File: src/rtl/seg_scan_mux.sv
// ============================================================================
//  seg_scan_mux : time-multiplexed seven-segment scan driver with slot
//                 blanking and a one-cycle frame tick.
//  Revision     : 1.0
// ============================================================================
`default_nettype none

module seg_scan_mux #(
  parameter int NUM_DIGITS   = 2,
  parameter int SCAN_DIV     = 50000,
  parameter int BLANK_CYCLES = 1000,
  parameter int IDX_W        = (NUM_DIGITS > 1) ? $clog2(NUM_DIGITS) : 1
) (
  input  logic                    clk,
  input  logic                    rst,
  input  logic                    en,
  input  logic [7*NUM_DIGITS-1:0] seg_in,
  input  logic [NUM_DIGITS-1:0]   dp_in,
  output logic [6:0]              seg_out,
  output logic                    dp_out,
  output logic [NUM_DIGITS-1:0]   an_out,
  output logic [IDX_W-1:0]        digit_idx,
  output logic                    frame_tick
);

  localparam int                 CNT_W   = $clog2(SCAN_DIV);
  localparam logic [CNT_W-1:0]   CNT_MAX = CNT_W'(SCAN_DIV - 1);
  localparam logic [CNT_W-1:0]   BLANK_C = CNT_W'(BLANK_CYCLES);
  localparam logic [IDX_W-1:0]   IDX_MAX = IDX_W'(NUM_DIGITS - 1);

  logic [CNT_W-1:0]      cnt_q, cnt_d;
  logic [IDX_W-1:0]      idx_q, idx_d;
  logic [6:0]            seg_q, seg_d;
  logic                  dp_q, dp_d;
  logic [NUM_DIGITS-1:0] an_q, an_d;
  logic                  tick_q, tick_d;
  logic                  blank_phase;

  // Phase decode works on the post-edge count so outputs line up with it.
  generate
    if (BLANK_CYCLES == 0) begin : g_no_blank
      assign blank_phase = 1'b0;
    end else begin : g_blank
      assign blank_phase = (cnt_d < BLANK_C);
    end
  endgenerate

  always_comb begin
    cnt_d  = cnt_q;
    idx_d  = idx_q;
    tick_d = 1'b0;
    if (!en) begin
      cnt_d = '0;
      idx_d = '0;
    end else if (cnt_q == CNT_MAX) begin
      cnt_d = '0;
      if (idx_q == IDX_MAX) begin
        idx_d  = '0;
        tick_d = 1'b1;
      end else begin
        idx_d = idx_q + IDX_W'(1);
      end
    end else begin
      cnt_d = cnt_q + CNT_W'(1);
    end
  end

  always_comb begin
    an_d  = '1;
    seg_d = 7'h7F;
    dp_d  = 1'b1;
    if (en && !blank_phase) begin
      an_d  = ~(NUM_DIGITS'(1) << idx_d);
      seg_d = seg_in[int'(idx_d)*7 +: 7];
      dp_d  = dp_in[idx_d];
    end
  end

  always_ff @(posedge clk or posedge rst) begin
    if (rst) begin
      cnt_q  <= '0;
      idx_q  <= '0;
      an_q   <= '1;
      seg_q  <= 7'h7F;
      dp_q   <= 1'b1;
      tick_q <= 1'b0;
    end else begin
      cnt_q  <= cnt_d;
      idx_q  <= idx_d;
      an_q   <= an_d;
      seg_q  <= seg_d;
      dp_q   <= dp_d;
      tick_q <= tick_d;
    end
  end

  assign seg_out    = seg_q;
  assign dp_out     = dp_q;
  assign an_out     = an_q;
  assign digit_idx  = idx_q;
  assign frame_tick = tick_q;

endmodule

`default_nettype wire
File: config.mk
export PLATFORM = sky130hd
export DESIGN_NAME = seg_scan_mux
export DESIGN_NICKNAME = d
export VERILOG_FILES = /design/src/rtl/seg_scan_mux.sv
export SDC_FILE = /design/constraint.sdc
export NUM_CORES = 1
export LEC_CHECK = 0
export BUFFER_PORTS_ARGS = -buffer_cell sky130_fd_sc_hd__buf_4
export CAP_MARGIN = 20
export CORE_AREA = 2 2 61 63
export CTS_BUF_LIST = sky130_fd_sc_hd__clkbuf_16
export DETAILED_ROUTE_END_ITERATION = 12
export DIE_AREA = 0 0 63 65
export GPL_TIMING_DRIVEN = 0
export PLACE_DENSITY = 0.73
export REMOVE_ABC_BUFFERS = 1
export SLEW_MARGIN = 20
export SYNTH_ARGS = -nofsm -noshare
export SYNTH_HDL_FRONTEND = slang
export SYNTH_SLANG_ARGS = --single-unit
File: constraint.sdc
create_clock -name clk -period 2.4 [get_ports clk]
set_input_delay 0.24 -clock clk [delete_from_list [all_inputs] [get_ports clk]]
set_output_delay 0.24 -clock clk [all_outputs]
set_load 0.05 [all_outputs]
* Word level (Yosys, flattened, before mapping) *
Cells that the tools add are included.

storage, ports and cells
  flip-flop bits (word level) = 28
  input port bits = 19
  word-level logic and storage cells = 30

operators by class
  muxes and demuxes = 13
  equal/unequal tests = 1
  shift operators = 2
  bitwise gates (word level) = 1
  add/subtract/negate cells = 2
  multiply operators = 1
  reductions and logical operators = 2
  $lt $le $gt $ge = 2

operator list
  kind                                                                     count
  16-bit two-way mux                                                       2
  16-bit by 1-bit adder with 16-bit output (second input constant)         1
  16-bit equality test (second input constant)                             1
  16-bit by 10-bit < comparator with 1-bit output (second input constant)  1
  14-bit by 5-bit indexed part select with 7-bit output                    1
  1-bit two-way mux                                                        9
  7-bit two-way mux                                                        1
  1-bit by 3-bit multiplier with 4-bit output (second input constant)      1
  1-bit by 2-bit < comparator with 1-bit output (second input constant)    1
  2-bit two-way mux                                                        1
  2-bit NOT                                                                1
  1-bit by 1-bit left shift with 2-bit output (first input constant)       1
  1-bit adder (second input constant)                                      1
  1-bit logical AND                                                        1
  1-bit logical NOT                                                        1

* Longest topological paths before layout *
Gate-level depths: netlist of the first run.

  depth after elaboration = 7
  gate-level depth with buffers = 12

* Least setup slack after synthesis of the first run *
Ideal clock, no wire load.

  path kind = register to register
  start point = reg cnt_q[0]
  end point = reg seg_q[5] (netlist: seg_out[5])
  setup slack = -0.032 ns
  cell stages (with the launch flop) = 13
  data required time = 2.319 ns
  path buffers = 3
  arrival = 2.352 ns
  cell sequence = dfrtp_1 ha_1 and3_1 buf_2 nand4_1 buf_2 inv_1 ha_1 and2_1 buf_6 mux2i_1 and3_1 a32oi_1

between the ends
  elaborated cells on any way between the ends = 12
  those cells by class = 1 x add/sub; 1 x mul; 1 x order compare; 1 x eq/ne; 1 x shift; 5 x mux; 2 x reduce/logical

RTL lines
  element                                                RTL line  text
  start, declared                                        31        logic [CNT_W-1:0] cnt_q, cnt_d;
  start signal, assigned                                 88        cnt_q <= cnt_d;
  16-bit equality test                                   55        end else if (cnt_q == CNT_MAX) begin
  1-bit two-way mux                                      55
  1-bit two-way mux                                      52        if (!en) begin
  named net idx_d                                        32        logic [IDX_W-1:0] idx_q, idx_d;
  1-bit by 3-bit multiplier with 4-bit output            74        seg_d = seg_in[int'(idx_d)*7 +: 7];
  14-bit by 5-bit indexed part select with 7-bit output  74
  7-bit two-way mux                                      72        if (en && !blank_phase) begin
  named net seg_d[5]                                     33        logic [6:0] seg_q, seg_d;
  end signal, assigned                                   91        seg_q <= seg_d;
  end, declared                                          33

The timed path passes the listed nets, and every way through them passes these cells.

* Final worst setup path of the first run *
  start point = reg cnt_q[0]
  end point = reg seg_q[1] (netlist: seg_out[1])

between the ends
  cells in the longest elaborated chain, start to end = 7
  elaborated cells on any way between the ends = 12
  those cells by class = 1 x add/sub; 1 x mul; 1 x order compare; 1 x eq/ne; 1 x shift; 5 x mux; 2 x reduce/logical

RTL lines
  element                                                                              RTL line
  branches (longest 6 deep; another with 1-bit by 3-bit multiplier with 4-bit output)  n/a
  7-bit two-way mux *                                                                  72
  named net seg_d[1]                                                                   33

Mark *: on every way through the listed nets, which the timed path passes.

==> metrics.md, run 1 <==
| Metric | Value |
|---|---|
| Ranking of synthesized cells by area | dfrtp_1 28%, dfstp_2 16%, and3_1 5.0% |
| Gpl congestion | 0.8571 |
| Initial antenna violation count | 0 |
| Die Footprint | 4095 um2 |
| Cells after synthesis | 153 |
| GRT Residual Overflow | 0 |
| Count leader, synth | nor2_1 |
| Die width | 63 um |
| CP arrival | 2.51 ns |
| Post-synth EDFFs | 0 |
| CTS Sinks | 28 |
| DRC viols | 0 |
| PD cells | 457.1 nW/um2 |
| Ports | 31 |
| Vias in the first global route | 1,330 |
| Slew @ Worst Pin | 0.5778 ns |
| Setup crit end kind | flip-flop |
| Met2 Use GR | 0.3285 |
| Synthesized area | 1628 um2 |
| Met1 GRT Util | 0.2243 |
| # diodes | 0 |
| Worst skew pair latency | 0.27 ns |
| Core region area | 3496 um2 |
| Worst hold-check path type | input pin to async pin |
| Min Tclk post-route | 2.341 ns |
| Worst Skew | 0.007826 ns |
| Final WS setup | 0.05911 ns |
| Number of endpoints failing setup at the final stage | 0 |
| Layout Area Growth over Synthesis | 24.67% |
| Avg Synthesized Cell Area | 10.64 um2 |
| Wire per inst | 16.50 um |
| CP max stage cell | dfrtp_2 |
| DR vias/cell | 5.688 |
| Hold Buf Count CTS | 0 |
| Floorplan row count | 22 |
| First-pass GRT wire length | 6051 um |
| Max stage delay on crit path | 0.45 ns |
| Largest net degree at the start of global routing | 29 |
| Max VDD drop | 0.0002512 V |
| Critical path required time | 2.57 ns |
| PortBufs | 30 |
| DRT Wirelength | 3811 um |
| CP startpoint kind | flip-flop |
| Max_cap viols | 0 |
| Final ANT Viol Nets | 0 |
| Status | finished, final reports clean |
| Pre-CTS WS | -0.5902 ns |
| Die Ht | 65 um |
| Starting Density | 0.4656 |
| Clock Path Buffers | 2 |
| Detailed placer's ending HPWL | 2567 um |
| Synthesized flop and latch total | 28 |
| Fmax | 0.4272 GHz |
| Fillcell total | 275 |
| Unrepaired setup endpoints after global routing | false |
| Met3 Track Usage GR | 0.03819 |
| # H-tree levels | 1 |
| Headroom to the max-slew limit | 0.6143 |
| Count of unique library cells instantiated by Yosys | 43 |
| Synth top cells by count | 19 x nor2_1, 18 x dfrtp_1, 13 x and3_1 |
| Clock tree from TritonCTS | built |
| Busiest layer in global routing | met2 |
| Ys async rst share | 1.000 |
| Layout Nets | 205 |
| Hold Violations, Final | 0 |
| Synth top area share | 0.2767 |
| Worst hold margin | 0.04061 ns |
| Crit Path Category | flip-flop to flip-flop |
| YS warnings | 0 |
| Max Fanout on Critical Path | 6 |
| Largest area contributor in the synthesized netlist | dfrtp_1 |
| Initial DRC count | 30 |
| Standby leakage power | 0.8448 nW |
| CTS Buf Count | 3 |
| Ys flop type | dfrtp_1 |
| Layout cells sized above 1 | 0.3825 |
| Worst-path cell chain | ha_4 -> and3_2 -> nand4_1 -> inv_1 -> ha_4 -> and2_2 -> mux2i_1 -> and3_1 -> a32oi_1 |
| Post-synthesis sequential area ratio | 0.4381 |
| Total Routing Usage GR | 0.1894 |
| Final worst path period share | 0.9754 |
| Most frequent cell on the critical path | ha_4 |
| Root Driver | clkbuf_16 |
| TritonRoute pass-1 iters | 5 |
| CTS clk-pin slew, worst paths | 0.07 ns |
| Vias | 1,314 |
| R2R setup slack | 0.06 ns |
| Slew Viols, Final | 0 |
[critical path: cells and delay by family, from the launching register on]
kind / cells / cell delay, ns
simple gates: 4 / 0.85
flops: 1 / 0.45
mux: 1 / 0.27
fa+ha+maj: 2 / 0.50
compound gates: 1 / 0.07
buf+inv: 1 / 0.10
[cells by family after synthesis]
group / count (synthesis) / share of synthesized area
xor gates and xnor gates: 14 / 0.07533
DFF: 28 / 0.4381
adders and majority gates: 2 / 0.01537
buffers and inverters: 13 / 0.03997
AOI/OAI and AO/OA: 21 / 0.1268
and+or+nand+nor: 65 / 0.2391
muxes: 10 / 0.06533
[sequential cells by signal, indices dropped and copies added, names as in the netlist]
register and count:
cnt_q 16, seg_out 7, an_out 2, digit_idx 1, dp_out 1, frame_tick 1
[cells in the final DEF, fill, tap and decap left out, types with 2 or more instances in the layout]
| cell type | n |
|---|---|
| o21ai_1 | 2 |
| mux2i_1 | 3 |
| nand3_1 | 6 |
| xor2_1 | 7 |
| a32oi_1 | 9 |
| dfstp_2 | 10 |
| inv_1 | 5 |
| buf_4 | 32 |
| clkbuf_16 | 3 |
| nor4b_1 | 2 |
| nor2_1 | 19 |
| nand4_1 | 3 |
| o21ai_0 | 2 |
| nor3_1 | 4 |
| xnor2_1 | 7 |
| ha_4 | 2 |
| dfrtp_1 | 17 |
| and3_1 | 12 |
| nand2_1 | 4 |
| mux2i_2 | 4 |
| and2_1 | 2 |
[final timing paths]
kind | startpoint | depth (start not counted) | end
min in group clk | en | 2 | frame_tick
hold reg to reg | cnt_q[0] | 1 | cnt_q[0]
max in group asynchronous | rst | 2 | cnt_q[0]
setup / recovery | cnt_q[0] | 9 | seg_out[1]
setup reg to reg | cnt_q[0] | 9 | seg_out[1]
hold / removal | rst | 2 | cnt_q[9]
[power breakdown]
group	leakage (nW)	switching [W]	internal [W]
logic	0.453	0.0000327	0.0000332
clock network	0.0385	0.000154	0.000223
registers	0.353	0.00000714	0.000477
total	0.845	0.000194	0.000734
[what timing repair did]
action | CTS | global route
setup endpoints to repair | 11 | 8
gates cloned | 1 | 0
buffers inserted | 2 | 0
resized for setup | 6 | 7
pin swaps | 2 | 1
[cell type report]
cell class	instances	area, um2	share of cell area
Clock buffer	3	75.07	0.03699
Sequential cell	28	714.4	0.3520
Timing Repair Buffer	32	240.2	0.1184
Inverter	6	22.52	0.01110
Clock inverter	1	3.754	0.001850
Multi-Input combinational cell	113	913.4	0.4501
Tap cell	48	60.06	0.02959
[routing by layer]
| layer | part of all wire | wire length, um | vias to the layer above |
|---|---|---|---|
| met5 | 0 | 0 | - |
| met1 | 0.41 | 1562 | 630 |
| li1 | - | - | 618 |
| met3 | 0.071 | 271 | 5 |
| met4 | 0.014 | 53 | 0 |
| met2 | 0.50 | 1923 | 61 |
[per-stage QoR]
stage               cell area, um2  utilization  setup TNS [ns]  cells  total power (W)
floorplan                     1585            -         -0.6541    146        0.0005152
global placement              1871       0.5351          -3.709    224        0.0005454
detailed placement            1871       0.5351          -4.820    224        0.0005493
CTS                           1986       0.5680               0    231        0.0009300
global route                  2029       0.5805               0    231        0.0009611
finish                        2029       0.5805               0    231        0.0009277
No activity file was read; power rests on OpenSTA's default activity.
==> run 2, diff against run 1 <==
- PLACE_DENSITY: 0.73 -> 0.81
==> metrics.md, run 2 (same netlist as run 1, synthesis figures left out) <==
| Metric | Value |
|---|---|
| Status | finished, final reports clean |
| Worst hold margin | 0.3183 ns (+0.2777 ns) |
| PD cells | 498.6 nW/um2 (+9.1%) |
| Hold Violations, Final | 0 (unchanged) |
| Critical path required time | 2.56 ns (about the same) |
| First-pass GRT wire length | 6051 um (unchanged) |
| # H-tree levels | 1 (unchanged) |
| CP startpoint kind | flip-flop |
| Slew @ Worst Pin | 0.4793 ns (-0.09842 ns) |
| Clock tree from TritonCTS | built |
| Commonest non-fill, non-tap cell in the layout | buf_4 |
| CTS Sinks | 28 (unchanged) |
| DR vias/cell | 5.406 (-5.0%) |
| Most frequent cells in the layout | 33 x buf_4, 19 x nor2_1, 17 x dfrtp_1, 12 x and3_1, 10 x dfstp_2 |
| Unrepaired setup endpoints after global routing | false |
| Initial antenna violation count | 0 (unchanged) |
| CTS Buf Count | 3 (unchanged) |
| DRT Wirelength | 3550 um (-6.8%) |
| Vias | 1,265 (-3.7%) |
| R2R setup slack | 0.15 ns (+0.09 ns) |
| Wire per inst | 15.17 um (-8.0%) |
| Number of endpoints failing setup at the final stage | 0 (unchanged) |
| Largest reg by FF count | cnt_q |
| DRC viols | 0 (unchanged) |
| Max stage delay on crit path | 0.45 ns (about the same) |
| Clock Path Buffers | 2 (unchanged) |
| Headroom to the max-slew limit | 0.6797 (+0.06540) |
| TritonRoute pass-1 iters | 4 (-1) |
| Crit Path Category | flip-flop to flip-flop |
| Die width | 63 um (unchanged) |
| Max FFs per register | 16 (unchanged) |
| Layout cells sized above 1 | 0.3763 (-0.006170) |
| Detailed placer's ending HPWL | 2234 um (-13%) |
| Die Footprint | 4095 um2 (unchanged) |
| Max VDD drop | 0.0002048 V (-18%) |
| Worst Skew | 0.004041 ns (-0.003785 ns) |
| Final worst path period share | 0.9388 (-0.03655) |
| Layout Nets | 208 (+1.5%) |
| Starting Density | 0.4656 (unchanged) |
| Total chip power | 0.001034 W (+11%) |
| Most frequent cell on the critical path | ha_4 |
| Die Ht | 65 um (unchanged) |
| Standby leakage power | 0.8660 nW (+2.5%) |
| Largest net degree at the start of global routing | 29 (unchanged) |
| Layout Area Growth over Synthesis | 27.36% |
| Max Fanout on Critical Path | 6 (unchanged) |
| # diodes | 0 (unchanged) |
| Floorplan row count | 22 (unchanged) |
| Total Routing Usage GR | 0.1842 (-0.005172) |
| Slew Viols, Final | 0 (unchanged) |
| Setup crit end kind | flip-flop |
| Final ANT Viol Nets | 0 (unchanged) |
| Vias in the first global route | 1,254 (-5.7%) |
| PortBufs | 30 (unchanged) |
| CP max stage cell | dfrtp_2 |
| Gpl congestion | 0.7627 (-11%) |
| Initial DRC count | 105 (+250%) |
| CTS clk-pin slew, worst paths | 0.07 ns (about the same) |
| Max_cap viols | 0 (unchanged) |
| Root Driver | clkbuf_16 |
| Post-layout util | 0.5931 (+0.01253) |
| Min Tclk post-route | 2.253 ns (-0.08772 ns) |
| GRT Residual Overflow | 0 (unchanged) |
| Worst skew pair latency | 0.26 ns (about the same) |
| Core region area | 3496 um2 (unchanged) |
| CP arrival | 2.42 ns (-0.09 ns) |
| Final instance area | 2073 um2 (+2.2%) |
| Worst hold-check path type | input pin to flip-flop |
| Ports | 31 (unchanged) |
| Fillcell total | 284 (+3.3%) |
| Cell Area, Placed | 1871 um2 (unchanged) |
| Setup TNS | 0 ns (unchanged) |
| Worst-path cell chain | ha_4 -> and3_2 -> nand4_1 -> inv_1 -> ha_4 -> and2_4 -> mux2i_1 -> and3_1 -> a32oi_1 |
| Fmax | 0.4438 GHz (+3.9%) |
run 2: cell type report:
class	count	area (um2)	share of cell area
clock inverter	1	30.03	0.01448
tap	48	60.06	0.02897
inverter	6	22.52	0.01086
clock buffer	3	75.07	0.03621
timing repair buffer	35	272.8	0.1316
sequential	28	714.4	0.3446
multi-input combinational	113	898.4	0.4333
run 2: final timing paths:
check	to	cells after the start	from
setup / recovery	dp_out	9	cnt_q[0]
hold / removal	frame_tick	2	en
setup reg to reg	dp_out	9	cnt_q[0]
hold reg to reg	cnt_q[0]	1	cnt_q[0]
max in group asynchronous	an_out[1]	4	rst
min in group asynchronous	cnt_q[11]	3	rst
run 2: repair_timing:
action,in CTS,in global routing
buffers inserted,3,0
gates cloned,1,0
resized for setup,3,8
hold buffers,0,1
endpoints found under the hold margin,0,3
endpoints found under the setup margin,11,10
pin swaps,1,0
run 2: through the flow:
step | cells | setup slack (ns)
finish | 234 | 0.1468
global route | 234 | 0.02828
CTS | 232 | 0.03719
detailed placement | 224 | -0.5570
global placement | 224 | -0.5682
floorplan | 146 | -0.08216
run 2: worst max-delay path: cells and delay by family (launching register included):
| family | cells | cell delay, ns |
|---|---|---|
| flip-flops | 1 | 0.45 |
| adder cells (fa/ha/maj) | 2 | 0.50 |
| multiplexers | 1 | 0.25 |
| AO/OA/AOI/OAI | 1 | 0.06 |
| AND/OR/NAND/NOR | 4 | 0.79 |
| buffers and inverters | 1 | 0.10 |
run 2: per-layer routing:
metal	global-route usage	share of wire	wire length (um)	up-vias
li1	-	-	-	627
met1	0.2400	0.44	1556	599
met2	0.3191	0.50	1781	34
met3	0.03299	0.049	175	5
met4	0.04167	0.010	37	0
met5	0	0	0	-
run 2: report_power, final:
| part | internal (W) | switching [W] |
|---|---|---|
| clock network | 0.000332 | 0.000153 |
| registers | 0.000477 | 0.00000691 |
| logic | 0.0000349 | 0.0000302 |
| total | 0.000844 | 0.000190 |
